==> config.mk <==
export PLATFORM = sky130hd
export DESIGN_NAME = lynx_mem_arbiter
export DESIGN_NICKNAME = d
export VERILOG_FILES = /design/src/rtl/lynx_mem_pkg.sv /design/src/rtl/lynx_dl_fifo.sv /design/src/rtl/lynx_mem_arbiter.sv
export SDC_FILE = /design/constraint.sdc
export NUM_CORES = 1
export LEC_CHECK = 0
export ABC_CLOCK_PERIOD_IN_PS = 6700
export BUFFER_PORTS_ARGS = -buffer_cell sky130_fd_sc_hd__buf_4
export CORE_ASPECT_RATIO = 0.5
export CORE_UTILIZATION = 58
export CTS_CLUSTER_DIAMETER = 60
export DETAILED_ROUTE_END_ITERATION = 10
export GPL_TIMING_DRIVEN = 0
export PLACE_DENSITY = 0.85
export SLEW_MARGIN = 20
export SYNTH_ARGS = -nofsm -noshare
export SYNTH_HDL_FRONTEND = slang
export SYNTH_SLANG_ARGS = --single-unit
==> constraint.sdc <==
create_clock -name clk_sys -period 6.7 [get_ports clk_sys]
set_clock_uncertainty 0.1 [all_clocks]
set_input_delay 0.335 -clock clk_sys [delete_from_list [all_inputs] [get_ports clk_sys]]
set_output_delay 0.335 -clock clk_sys [all_outputs]
set_load 0.005 [all_outputs]
==> src/rtl/lynx_mem_pkg.sv <==
// rtl/lynx_mem_pkg.sv - shared types and defaults for the Lynx RAM arbiter
package lynx_mem_pkg;

    localparam int DEF_AW = 16;
    localparam int DEF_DW = 8;

    typedef enum logic [2:0] {
        IDLE,
        VID,
        CPU_RD,
        CPU_WR,
        DL_WR
    } grant_t;

    typedef struct packed {
        logic [DEF_AW-1:0] addr;
        logic [DEF_DW-1:0] data;
    } dl_entry_t;

endpackage

==> src/rtl/lynx_dl_fifo.sv <==
// rtl/lynx_dl_fifo.sv - download byte FIFO; a pop frees a slot for a same-cycle push
module lynx_dl_fifo
    import lynx_mem_pkg::*;
#(
    parameter int FIFO_DEPTH = 4
) (
    input  logic      clk_sys,
    input  logic      reset_n,
    input  logic      push,
    input  dl_entry_t push_data,
    input  logic      pop,
    output dl_entry_t pop_data,
    output logic      full,
    output logic      empty
);

    localparam int PW = $clog2(FIFO_DEPTH);

    dl_entry_t     store [FIFO_DEPTH];
    logic [PW:0]   wr_ptr;
    logic [PW:0]   rd_ptr;
    logic          do_pop;
    logic          do_push;

    assign empty    = (wr_ptr == rd_ptr);
    assign full     = (wr_ptr[PW] != rd_ptr[PW]) && (wr_ptr[PW-1:0] == rd_ptr[PW-1:0]);
    assign do_pop   = pop && !empty;
    assign do_push  = push && (!full || do_pop);
    assign pop_data = store[rd_ptr[PW-1:0]];

    always_ff @(posedge clk_sys or negedge reset_n) begin
        if (!reset_n) begin
            wr_ptr <= '0;
            rd_ptr <= '0;
        end else begin
            if (do_push) wr_ptr <= wr_ptr + 1'b1;
            if (do_pop)  rd_ptr <= rd_ptr + 1'b1;
        end
    end

    always_ff @(posedge clk_sys) begin
        if (do_push) store[wr_ptr[PW-1:0]] <= push_data;
    end

endmodule

==> src/rtl/lynx_mem_arbiter.sv <==
// rtl/lynx_mem_arbiter.sv - single-port RAM arbiter: video > aged CPU > download > CPU
module lynx_mem_arbiter
    import lynx_mem_pkg::*;
#(
    parameter int AW         = DEF_AW,
    parameter int DW         = DEF_DW,
    parameter int FIFO_DEPTH = 4,
    parameter int MAX_WAIT   = 4
) (
    input  logic          clk_sys,
    input  logic          reset_n,
    input  logic          vid_req,
    input  logic [AW-1:0] vid_addr,
    output logic [DW-1:0] vid_data,
    output logic          vid_valid,
    input  logic          cpu_req,
    input  logic          cpu_we,
    input  logic [AW-1:0] cpu_addr,
    input  logic [DW-1:0] cpu_din,
    output logic [DW-1:0] cpu_dout,
    output logic          cpu_ack,
    input  logic          ioctl_download,
    input  logic          ioctl_wr,
    input  logic [24:0]   ioctl_addr,
    input  logic [7:0]    ioctl_data,
    output logic          dl_busy,
    output logic          dl_overflow,
    output logic [AW-1:0] ram_addr,
    output logic          ram_we,
    output logic [DW-1:0] ram_din,
    input  logic [DW-1:0] ram_dout
);

    localparam int WW = $clog2(MAX_WAIT + 1);

    grant_t        state;
    grant_t        grant;
    logic          pend_valid;
    logic          pend_we;
    logic [AW-1:0] pend_addr;
    logic [DW-1:0] pend_din;
    logic [WW-1:0] wait_cnt;
    logic          cpu_grant;
    logic [DW-1:0] cpu_dout_q;
    logic          dl_prev;

    dl_entry_t     fifo_in;
    dl_entry_t     fifo_out;
    logic          fifo_push;
    logic          fifo_pop;
    logic          fifo_full;
    logic          fifo_empty;

    // Bytes above the RAM window are discarded before they reach the FIFO
    assign fifo_push    = ioctl_wr && (ioctl_addr[24:AW] == '0);
    assign fifo_in.addr = DEF_AW'(ioctl_addr[AW-1:0]);
    assign fifo_in.data = ioctl_data;
    assign fifo_pop     = (grant == DL_WR);

    lynx_dl_fifo #(
        .FIFO_DEPTH(FIFO_DEPTH)
    ) u_dl_fifo (
        .clk_sys   (clk_sys),
        .reset_n   (reset_n),
        .push      (fifo_push),
        .push_data (fifo_in),
        .pop       (fifo_pop),
        .pop_data  (fifo_out),
        .full      (fifo_full),
        .empty     (fifo_empty)
    );

    always_comb begin
        grant    = IDLE;
        ram_addr = '0;
        ram_we   = 1'b0;
        ram_din  = '0;
        if (vid_req)
            grant = VID;
        else if (pend_valid && wait_cnt >= WW'(MAX_WAIT))
            grant = pend_we ? CPU_WR : CPU_RD;
        else if (!fifo_empty)
            grant = DL_WR;
        else if (pend_valid)
            grant = pend_we ? CPU_WR : CPU_RD;

        case (grant)
            VID:    ram_addr = vid_addr;
            CPU_RD: ram_addr = pend_addr;
            CPU_WR: begin
                ram_addr = pend_addr;
                ram_we   = 1'b1;
                ram_din  = pend_din;
            end
            DL_WR: begin
                ram_addr = AW'(fifo_out.addr);
                ram_we   = 1'b1;
                ram_din  = DW'(fifo_out.data);
            end
            default: ;
        endcase
    end

    always_ff @(posedge clk_sys or negedge reset_n) begin
        if (!reset_n) state <= IDLE;
        else          state <= grant;
    end

    assign cpu_grant = (grant == CPU_RD) || (grant == CPU_WR);

    // The pending slot stays occupied through its grant cycle, so a request there is dropped
    always_ff @(posedge clk_sys or negedge reset_n) begin
        if (!reset_n) begin
            pend_valid <= 1'b0;
            pend_we    <= 1'b0;
            pend_addr  <= '0;
            pend_din   <= '0;
            wait_cnt   <= '0;
        end else begin
            if (cpu_grant) begin
                pend_valid <= 1'b0;
            end else if (cpu_req && !pend_valid) begin
                pend_valid <= 1'b1;
                pend_we    <= cpu_we;
                pend_addr  <= cpu_addr;
                pend_din   <= cpu_din;
            end
            if (cpu_grant || !pend_valid)
                wait_cnt <= '0;
            else if (wait_cnt < WW'(MAX_WAIT))
                wait_cnt <= wait_cnt + 1'b1;
        end
    end

    always_ff @(posedge clk_sys or negedge reset_n) begin
        if (!reset_n) begin
            cpu_dout_q  <= '0;
            dl_prev     <= 1'b0;
            dl_overflow <= 1'b0;
        end else begin
            dl_prev <= ioctl_download;
            if (state == CPU_RD) cpu_dout_q <= ram_dout;
            if (fifo_push && fifo_full && !fifo_pop)
                dl_overflow <= 1'b1;
            else if (ioctl_download && !dl_prev)
                dl_overflow <= 1'b0;
        end
    end

    assign vid_valid = (state == VID);
    assign vid_data  = vid_valid ? ram_dout : '0;
    assign cpu_ack   = (state == CPU_RD) || (state == CPU_WR);
    assign cpu_dout  = (state == CPU_RD) ? ram_dout : cpu_dout_q;
    assign dl_busy   = ioctl_download || !fifo_empty;

endmodule

==> flow_results.org <==
** Synthesis
- By area the synthesized netlist is led by sky130_fd_sc_hd__edfxtp_1, sky130_fd_sc_hd__dfrtp_1, sky130_fd_sc_hd__mux4_2.
- The top cell type by area accounts for 47.8% of the synthesized area.
- The Yosys step of the flow raised 0 warnings.
- In this run, distinct cell masters in the synthesized netlist total 39.
- Post-Synthesis Net Count :: 460
- In the synthesized netlist, the number of instances is 366.
- In this run the cell area of the synthesized design comes to 6030 um2.
- Of the synthesized area, sequential elements account for 67.7%.
- The synthesized design spends more area on one cell type than any other, namely sky130_fd_sc_hd__edfxtp_1.
- Syn avg cell area :: 16.5 um2
- Flip-flop and latch count after synthesis :: 144

** Worst setup path
- The slowest stage of the critical path is the sky130_fd_sc_hd__mux4_2 cell.
- Highest net fanout along the worst path :: 10
- Startpoint types :: register
- Grouping stages by cell kind, the critical path spends the most delay in buffers and inverters.
- Cell with the most instances on the worst path :: sky130_fd_sc_hd__buf_4
- Endpoint type of the worst setup path :: output port
- Counting both buffers and inverters, the worst setup path holds a total of 3.
- Startpoint-to-endpoint class of the critical path :: register to output port
- Register-to-register path setup slack :: 4.35 ns
- CP max stage delay :: 0.59 ns
- Reg2Reg Launch Point :: pend_valid
- Required time of the critical path :: 6.26 ns
- Data arrival at the endpoint of the critical path :: 2.35 ns
- Endpoint of the most critical register-to-register path :: u_dl_fifo.store[3][6]
- Counting cells, the worst reg-to-reg path comes to 5.
- Crit-path cells :: buf_4 > buf_2 > mux4_2 > nand2_1 > nand3_1 > buf_4
- The critical path starts at u_dl_fifo.rd_ptr[0].

** Global routing
- Via count of the first global-routing pass :: 3993
- Global routing used 34.9% of the available met1 tracks.
- Global routing consumed, on the met2 layer, 45.1% of the routing resources.
- Overflow left after global routing :: 0
- Global-route usage over all layers :: 27.7%
- Routing usage on met3 :: 8.65%
- The first global-routing pass estimated 21.5 mm of wire.
- Highest-utilization routing layer at the global route stage :: met2
- Largest net degree at the start of global routing :: 49
- The initial antenna violation count was 0.

** Floorplanning
- The die covers 10800 um2.
- Core outline area :: 9760 um2
- Die Y :: 74.1 um
- Number of I/O pins :: 133
- After floorplanning, the core was divided into 25 placement rows.
- From left edge to right edge, the die measures 146 um.
- Initial standard-cell utilization of the core :: 61.8%

** STA
- The worst pin sits at a relative slew slack of 45.2%.
- Based on the critical path, the design can be clocked at up to 0.360 GHz.
- Number of failing setup endpoints in the final timing report :: 0
- Final number of max-transition violations :: 0
- Final critical delay including setup and external delays :: 2.78 ns
- The final hold violation count is 0.
- Accumulated negative setup slack :: 0 ns
- Tightest Pin Transition :: 0.821 ns
- Crit share post-route :: 41.5%
- Setup repair after global routing missed its margin :: no

** Clock network
- In this run the post-CTS setup repair buffer count came out at 0.
- Post-CTS Resized :: 0
- Buffer type at the clock tree root :: sky130_fd_sc_hd__clkbuf_16
- Largest buffer count on any clock path :: 2
- After clock tree synthesis, the clock-pin slew on the worst setup and hold paths is 0.06 ns.
- TritonCTS built the clock tree.
- After clock tree synthesis, the flow added hold-fix buffers numbering 5.
- Source-to-sink clock delay at the later pin of the worst-skew pair :: 0.41 ns
- H-tree depth :: 4
- CTS sink cnt :: 144
- TritonCTS buffer count :: 17

** Layout
- Of the cells placed in the final design, the portion with a size suffix greater than 1 is 45.1%.
- The final layout contains 618 nets.
- In the layout the commonest cells are sky130_fd_sc_hd__buf_4, sky130_fd_sc_hd__edfxtp_1, sky130_fd_sc_hd__dfrtp_1.
- The number of antenna diodes in the final layout is 0.
- Final Instance Count excl. Fillers :: 672
- Compared with the post-synthesis result, the final layout area differs by 30.2%.
- Leaving out fill and tap cells, the most frequent cell in the layout is sky130_fd_sc_hd__buf_4.

** Hold path
- Min-Delay Path Class :: primary input to register
- The worst hold path begins at ioctl_data[0].
- Instance count along the most critical hold path :: 1
- End point of the worst hold path :: u_dl_fifo.store[0][0]

** Detailed routing
- For this run, the detailed router's first-pass iteration total came to 5.
- # DRC :: 0
- Dividing the detail-routed wire length by the instance count gives 20.9 um.
- Routed Antenna Nets :: 0
- Detailed router's first-iteration violation count :: 268
- Drt via density :: 5.90
- Post-detailed-routing wire length :: 14.1 mm
- Detailed-route via count :: 3966

** Power and ir drop
- The worst-case IR drop observed on VDD is 0.291 mV.
- The analysis attributes to cell leakage a power of 3.14 nW.
- Power per cell area :: 391 nW/um2

** Placed design
- Port buffering added 132 buffers.
- Global placer's final weighted congestion :: 0.858
- Counting tap cells, the placed design contains a total of 634 instances.
- Detailed placement finished with a half-perimeter wire length of 9.02 mm.

** Outcome
- The flow ran to the end, and the final reports show no timing, DRC or antenna violations.

** Flow run
- MaxCap Viol Count :: 0
==> through the flow <==
stage	setup slack (ns)	hold WS (ns)	power, mW	cell area (um2)	utilization [%]
final	3.92	0.0179	3.07	7850	80.5
after global routing	3.81	0.00112	3.20	7850	80.5
after CTS	3.89	0.000494	3.08	7840	80.4
after detailed placement	4.28	0.292	2.15	7220	74.0
after global placement	3.51	0.295	2.11	7190	73.7
after floorplan	4.25	-0.0606	1.76	6030	-
==> Yosys cell counts, drive strengths merged <==
cell and instances:
xor2 5, mux2 35, o211a 1, clkbuf 11
nor3 1, o21a 1, nor4 3, a22o 8
mux4 24, and2 11, xnor2 4, o22ai 1
nand4 1, nand3 16, nor2 6, or2 1
edfxtp 96, nand4b 1, inv 3, ha 6
buf 13, nor2b 3, dfrtp 48, nor3b 2
and4 1, or4b 1, o21ai 5, nand2 38
nand3b 1, o2111ai 16, a21o 1, clkinv 1
o311a 1
==> how the worst max path moves through the flow <==
stage | endpoint | slack [ns] | cells past startpoint
CTS | ram_addr[10] | 3.89 | 6
finish | ram_addr[10] | 3.92 | 6
global placement | u_dl_fifo.store[3][10] | 3.51 | 4
detailed placement | u_dl_fifo.store[3][10] | 4.28 | 5
global route | ram_addr[10] | 3.81 | 6
floorplan | u_dl_fifo.store[3][0] | 4.25 | 4
==> per-layer routing <==
layer  up-vias  wire length [um]
met3        31              1140
met1      1990              5710
met2       203              6940
li1       1742                 -
met4         0               297
met5         -                 0
==> area by class of cell <==
type	instances	area (um2)
Multi-Input combinational cell	194	1810
Buffer	24	134
Timing Repair Buffer	139	1070
Inverter	4	15.0
Clock buffer	18	429
Tap cell	135	169
Sequential cell	144	4080
Clock inverter	14	145
Fill cell	530	1910
==> worst reg2reg max path: cells and delay by family (launching register included) <==
kind            cells  cell delay [ns]
simple gates        2             0.95
buf+inv             2             0.43
flops               1             0.37
compound gates      1             0.20
==> kinds of logic after synthesis <==
group           after synthesis  synth area share, %
compound gates               34                 4.58
mux                          59                 15.6
fa+ha+maj                     6                 1.24
xor+xnor                      9                 1.31
flops                       144                 67.7
buf+inv                      28                 2.47
simple gates                 86                 7.16
==> power breakdown <==
part,leakage (nW),internal (mW),switching [mW]
sequential,1.44,1.08,0.0715
clock,0.273,0.524,0.390
combinational,1.43,0.532,0.473
total,3.14,2.14,0.935
==> flip-flops by register name, indices dropped and copies added, names as in the netlist <==
| name | count |
|---|---|
| pend_valid | 1 |
| state | 3 |
| pend_we | 1 |
| pend_addr | 16 |
| wait_cnt | 3 |
| cpu_dout_q | 8 |
| u_dl_fifo.store | 96 |
| pend_din | 8 |
| u_dl_fifo.rd_ptr | 3 |
| u_dl_fifo.wr_ptr | 3 |
| dl_prev | 1 |
| dl_overflow | 1 |
No activity file was read; power rests on OpenSTA's default activity.
